$ cat src/rtl/q_table_update.sv
`default_nettype none
// ============================================================================
// Module   : q_table_update
// Purpose  : Q-learning table writer. Owns the 6x4 Q-table and applies
//            Q += (R + gamma_maxQ - Q) >>> ALPHA_SHIFT in a two-stage
//            pipeline with same-address forwarding, saturation, and
//            per-state running max outputs.
// Revision : 1.0 - initial release
// ============================================================================
module q_table_update #(
    parameter int                 DEPTH       = 24,
    parameter int                 ALPHA_SHIFT = 3,
    parameter logic signed [23:0] INIT_Q      = 24'sd0
) (
    input  logic                       CLK,
    input  logic                       RST,
    input  logic                       init,
    input  logic                       upd_valid,
    output logic                       upd_ready,
    input  logic [$clog2(DEPTH)-1:0]   addr,
    input  logic [23:0]                Reward,
    input  logic [23:0]                gamma_maxQ,
    output logic                       upd_done,
    output logic                       addr_err,
    input  logic [$clog2(DEPTH)-1:0]   rd_addr,
    output logic [23:0]                rd_data,
    output logic [23:0]                Max_Q0,
    output logic [23:0]                Max_Q1,
    output logic [23:0]                Max_Q2,
    output logic [23:0]                Max_Q3,
    output logic [23:0]                Max_Q4,
    output logic [23:0]                Max_Q5
);

    localparam int                   c_aw     = $clog2(DEPTH);
    localparam int                   c_nstate = 6;
    localparam logic [c_aw:0]        c_depth  = (c_aw+1)'(DEPTH);
    localparam logic signed [25:0]   c_qmax   = 26'sd8388607;
    localparam logic signed [25:0]   c_qmin   = -26'sd8388608;

    logic signed [23:0] r_q    [0:DEPTH-1];
    logic signed [23:0] r_maxq [0:c_nstate-1];

    logic               r_ready;
    logic               r_s2_valid;
    logic [c_aw-1:0]    r_s2_addr;
    logic signed [23:0] r_s2_q;
    logic               r_done;
    logic               r_addr_err;

    logic               w_acc;
    logic               w_in_range;
    logic               w_fwd;
    logic signed [23:0] w_qold;
    logic signed [25:0] w_td;
    logic signed [25:0] w_step;
    logic signed [25:0] w_sum;
    logic signed [23:0] w_qnew;
    logic [c_aw-3:0]    w_wr_state;
    logic signed [23:0] w_row [0:3];
    logic signed [23:0] w_max01;
    logic signed [23:0] w_max23;
    logic signed [23:0] w_max;

    // init wins over a same-cycle request, which is simply not accepted
    assign w_acc      = upd_valid && r_ready && !init;
    assign w_in_range = ({1'b0, addr} < c_depth);

    // The previous request is still in the stage-2 register and is written
    // on this same edge, so its result must be used instead of the table.
    assign w_fwd  = r_s2_valid && (r_s2_addr == addr);
    assign w_qold = w_fwd ? r_s2_q : (w_in_range ? r_q[addr] : INIT_Q);

    assign w_td   = $signed({{2{Reward[23]}}, Reward})
                  + $signed({{2{gamma_maxQ[23]}}, gamma_maxQ})
                  - $signed({{2{w_qold[23]}}, w_qold});
    assign w_step = w_td >>> ALPHA_SHIFT;
    assign w_sum  = $signed({{2{w_qold[23]}}, w_qold}) + w_step;

    always_comb begin
        w_qnew = w_sum[23:0];
        if (w_sum > c_qmax) begin
            w_qnew = c_qmax[23:0];
        end else if (w_sum < c_qmin) begin
            w_qnew = c_qmin[23:0];
        end
    end

    // Row of the state being written, with the new value substituted
    assign w_wr_state = r_s2_addr[c_aw-1:2];

    generate
        for (genvar g = 0; g < 4; g++) begin : g_row
            localparam logic [1:0] c_act = 2'(g);
            assign w_row[g] = (r_s2_addr[1:0] == c_act) ? r_s2_q
                                                        : r_q[{w_wr_state, c_act}];
        end
    endgenerate

    assign w_max01 = (w_row[0] > w_row[1]) ? w_row[0] : w_row[1];
    assign w_max23 = (w_row[2] > w_row[3]) ? w_row[2] : w_row[3];
    assign w_max   = (w_max01 > w_max23) ? w_max01 : w_max23;

    always_ff @(posedge CLK) begin
        if (!RST || init) begin
            for (int i = 0; i < DEPTH; i++) begin
                r_q[i] <= INIT_Q;
            end
            for (int i = 0; i < c_nstate; i++) begin
                r_maxq[i] <= INIT_Q;
            end
            r_ready    <= 1'b0;
            r_s2_valid <= 1'b0;
            r_s2_addr  <= '0;
            r_s2_q     <= INIT_Q;
            r_done     <= 1'b0;
            r_addr_err <= 1'b0;
        end else begin
            r_ready    <= 1'b1;
            r_s2_valid <= w_acc && w_in_range;
            r_addr_err <= w_acc && !w_in_range;
            r_done     <= r_s2_valid;
            if (w_acc && w_in_range) begin
                r_s2_addr <= addr;
                r_s2_q    <= w_qnew;
            end
            if (r_s2_valid) begin
                r_q[r_s2_addr]     <= r_s2_q;
                r_maxq[w_wr_state] <= w_max;
            end
        end
    end

    assign upd_ready = r_ready;
    assign upd_done  = r_done;
    assign addr_err  = r_addr_err;
    assign rd_data   = ({1'b0, rd_addr} < c_depth) ? r_q[rd_addr] : 24'd0;

    assign Max_Q0 = r_maxq[0];
    assign Max_Q1 = r_maxq[1];
    assign Max_Q2 = r_maxq[2];
    assign Max_Q3 = r_maxq[3];
    assign Max_Q4 = r_maxq[4];
    assign Max_Q5 = r_maxq[5];

endmodule
`default_nettype wire

$ cat config.mk
export PLATFORM = sky130hd
export DESIGN_NAME = q_table_update
export DESIGN_NICKNAME = d
export VERILOG_FILES = /design/src/rtl/q_table_update.sv
export SDC_FILE = /design/constraint.sdc
export NUM_CORES = 2
export LEC_CHECK = 0
export BUFFER_PORTS_ARGS = -buffer_cell sky130_fd_sc_hd__buf_2
export CORE_ASPECT_RATIO = 0.9
export CORE_MARGIN = 8
export CORE_UTILIZATION = 60
export DETAILED_ROUTE_END_ITERATION = 10
export HOLD_SLACK_MARGIN = 0.05
export PLACE_DENSITY_LB_ADDON = 0.15
export SLEW_MARGIN = 20
export SYNTH_ARGS = -nofsm -noshare
export SYNTH_HDL_FRONTEND = slang
export SYNTH_SLANG_ARGS = --single-unit
$ cat constraint.sdc
create_clock -name CLK -period 19.2 [get_ports CLK]
set_input_delay 1.92 -clock CLK [delete_from_list [all_inputs] [get_ports CLK]]
set_output_delay 1.92 -clock CLK [all_outputs]
set_load 0.01 [all_outputs]
==> out/qor.csv <==
stage;metric;value;unit
sta;Final Critical Period;10460;ps
synthesis;dominant cell type by area after synthesis;edfxtp_1;
routing;via/cell ratio;7.55;
sta;post-route clock period utilization;0.545;
floorplan;DIE AREA;0.0997;mm²
critical_path;Critical Path Sink Type;flip-flop;
min_path;worst min path class;reg -> reg;
synthesis;Yosys top cell area share;0.508;
final_layout;fraction of layout instances using a drive strength above 1;0.282;
sta;Least-Margin Pin Slew;1240;ps
placed_design;dpl cell area;0.0565;mm²
final_layout;Final Cell Area;0.0599;mm²
placed_design;GP Congestion;0.963;
clock_tree;latest clock arrival within the worst-skew pair;680;ps
floorplan;core area;0.0893;mm²
routing;Initial DRT Pass Iterations;7;
synthesis;Syn Nets;4041;
sta;Max-Slew Margin vs Limit;0.173;
routing;final WL;194;mm
power;Peak VDD IR;62.9;µV
sta;final hold violations;0;
synthesis;synthesis-stage register bit count;948;
critical_path;Worst setup SP type;flip-flop;
critical_path;Req. time, crit path;19700;ps
status;status;complete, no violations;
power;Leakage;0.0216;µW
routing;via count;39245;
global_routing;initial antenna violation count;10;
clock_tree;# clock sinks;948;
placed_design;Buffers on Ports;232;
routing;initial drt markers;6817;
routing;post-detailed-route count of antenna-violating nets;0;
final_layout;multi-input combinational cell area;0.0244;mm²
synthesis;top cells by area, synth;edfxtp_1 (51%), mux4_2 (21%), nor2_1 (3.8%), mux2i_1 (3.1%), ha_1 (2.8%);
synthesis;Post-Synthesis Cell Area;0.0539;mm²
clock_tree;cts repair resizes;0;
floorplan;die extent in y;300;µm
final_layout;Seq. cell area;0.0281;mm²
critical_path;Crit Path Max Fanout;36;
critical_path;slowest cell on the critical path;o21ai_0;
floorplan;row count;104;
synthesis;ys flop type;edfxtp_1;
flow_run;Max Cap Viol;0;
sta;RSZ-0062 raised after global routing;false;
critical_path;slowest stage delay, CP;920;ps
clock_tree;CTS buffer count;99;
clock_tree;setup bufs post-CTS;0;
sta;# setup viols final;0;
final_layout;Fillers;6303;
critical_path;WS Path Type;reg -> reg;
synthesis;Synthesis Warnings;0;
global_routing;vias in the first global route;38224;
routing;Residual DRC;0;
placed_design;hpwl dp;124;mm
sta;TNS Setup;0;ps
floorplan;Chip Width;332;µm
clock_tree;CTS tree;done;
routing;routed length per instance;37.3;µm
clock_tree;Hold-fix buffers, CTS;0;
power;PwrDens;88.2;mW/mm²
synthesis;Syn Inst Count;3837;
synthesis;sequential element share of the synthesized area;0.521;
global_routing;GRT Residual Overflow;0;
clock_tree;Clk Tree Root Cell;clkbuf_16;
sta;clk_skew;29.7;ps
critical_path;cell mode on critical path;o21a_1;
synthesis;asr flop ratio synth;0;
synthesis;number of enable flip-flop cells after synthesis;912;
floorplan;Ports;233;
synthesis;Synth cell types;69;
clock_tree;H-Tree Depth;3;
sta;max frequency;95.6;MHz
clock_tree;clock tree buffer depth;3;
global_routing;first-pass GRT wire length;275;mm
final_layout;Nets;4152;
final_layout;area grow syn2layout;11.0;%
critical_path;Worst Path Arrival;10960;ps
global_routing;GR Util All Layers;0.382;
global_routing;pin count of the biggest net entering global routing;103;
sta;Max Slew Vio Count;0;
synthesis;Syn Area/Cell;14.1;µm²
clock_tree;CTS clock-pin slew for the worst setup and hold paths;60;ps
floorplan;Starting Density;0.604;
## placed cells by master (no fill, tap or decap), types with 21 or more instances in the layout
| cell | synthesis | layout |
|---|---|---|
| o21ai_4 | 0 | 26 |
| o21a_1 | 139 | 139 |
| and2_1 | 99 | 98 |
| nand4_1 | 21 | 21 |
| mux4_2 | 513 | 513 |
| a21oi_1 | 52 | 52 |
| a21o_1 | 34 | 34 |
| edfxtp_1 | 912 | 912 |
| nand2b_1 | 24 | 23 |
| xnor2_1 | 30 | 30 |
| o22ai_1 | 166 | 166 |
| ha_1 | 122 | 122 |
| buf_4 | 3 | 97 |
| nand2_1 | 157 | 153 |
| nor2_1 | 541 | 528 |
| o221ai_1 | 21 | 21 |
| buf_2 | 8 | 226 |
| mux2_2 | 48 | 48 |
| dfxtp_1 | 36 | 33 |
| inv_1 | 154 | 154 |
| o21ai_0 | 77 | 52 |
| mux2i_1 | 166 | 166 |
| clkbuf_16 | 0 | 106 |
## area by class of cell
type	count	area share
Clock buffer	122	0.0455
Inverter	155	0.00974
Clock inverter	58	0.00988
Sequential cell	948	0.470
Multi-Input combinational cell	2414	0.408
Tap cell	1166	0.0244
Antenna cell	5	0.000209
Timing Repair Buffer	330	0.0329
## per-layer routing
metal  global-route usage  routed length (µm)  vias to the layer above
li1                     -                   -                    15186
met1                0.488               64300                    19411
met2                0.561               84000                     3885
met3                0.163               33600                      751
met4                0.189               12000                       12
met5               0.0121                 176                        -
## synthesized netlist by cell type, types with 3 or more instances
cell      number
nand3_1       16
mux4_2       513
nor3_1        19
buf_6          5
or2_2         14
o211ai_1       3
buf_2          8
a31oi_1        3
a22oi_1        9
nand4_1       21
and3_1         7
and2_1        99
mux2i_1      166
mux2_2        48
xnor2_1       30
edfxtp_1     912
buf_1         64
ha_1         122
o221ai_1      21
o21bai_1       4
nand2_1      157
buf_4          3
or3_1          4
nor2b_1       22
o21ai_0       77
fa_1          20
inv_1        154
nor2_1       541
nand2b_1      24
dfxtp_1       36
a21boi_0       4
a32oi_1        3
nand3b_1       4
o22ai_1      166
o21a_1       139
a21o_1        34
clkbuf_1     240
a21oi_1       52
a211oi_1       4
xor2_1        17
a21oi_2       20
## logic make-up after synthesis
logic type,count (synthesis),share of synthesized area
adders and majority gates,143,0.0359
and+or+nand+nor,938,0.0762
buffers and inverters,475,0.0342
xor gates and xnor gates,47,0.00763
DFF,948,0.521
AOI/OAI and AO/OA,559,0.0698
muxes,727,0.255
## power breakdown
| group | total [µW] | internal (µW) | switching, µW |
|---|---|---|---|
| combinational | 904 | 367 | 537 |
| clock | 2000 | 1160 | 838 |
| sequential | 2380 | 2320 | 53.6 |
## path summary, 6_finish.rpt
kind,start,to,slack (ps),depth (start not counted)
worst max-delay path,flip-flop,r_maxq[1][6]$_SDFFCE_PN0P_,8740,34
worst min-delay path,upd_ready$_DFF_P_,addr_err$_SDFF_PN0_,620,2
worst max register to register,flip-flop,r_maxq[1][6]$_SDFFCE_PN0P_,8740,34
worst min register to register,upd_ready$_DFF_P_,addr_err$_SDFF_PN0_,620,2
## flip-flops by register name (all words and copies together), names as in the netlist, named ones only
signal	flops
addr_err	1
r_maxq	144
r_q	768
r_s2_addr	5
r_s2_q	24
r_s2_valid	1
upd_done	1
upd_ready	1
## worst max-delay path: cells and delay by family (launching register included)
family	cells	cell delay, ps
AOI/OAI and AO/OA	20	4400
adders and majority gates	2	520
buffers and inverters	5	2390
DFF	1	820
muxes	3	960
and+or+nand+nor	4	1100
## through the flow
| step | hold slack, ps | util | cells | setup WS [ps] | total power [µW] |
|---|---|---|---|---|---|
| 2_1_floorplan | 521 | - | 3837 | 9570 | 3010 |
| 3_3_place_gp | 631 | 0.633 | 5012 | 8500 | 3290 |
| 3_5_place_dp | 608 | 0.633 | 5012 | 8370 | 3290 |
| 4_1_cts | 628 | 0.670 | 5192 | 8890 | 5250 |
| 5_1_grt | 676 | 0.671 | 5193 | 8370 | 5410 |
| 6_report | 623 | 0.671 | 5198 | 8740 | 5280 |
No activity file was read; power rests on OpenSTA's default activity.
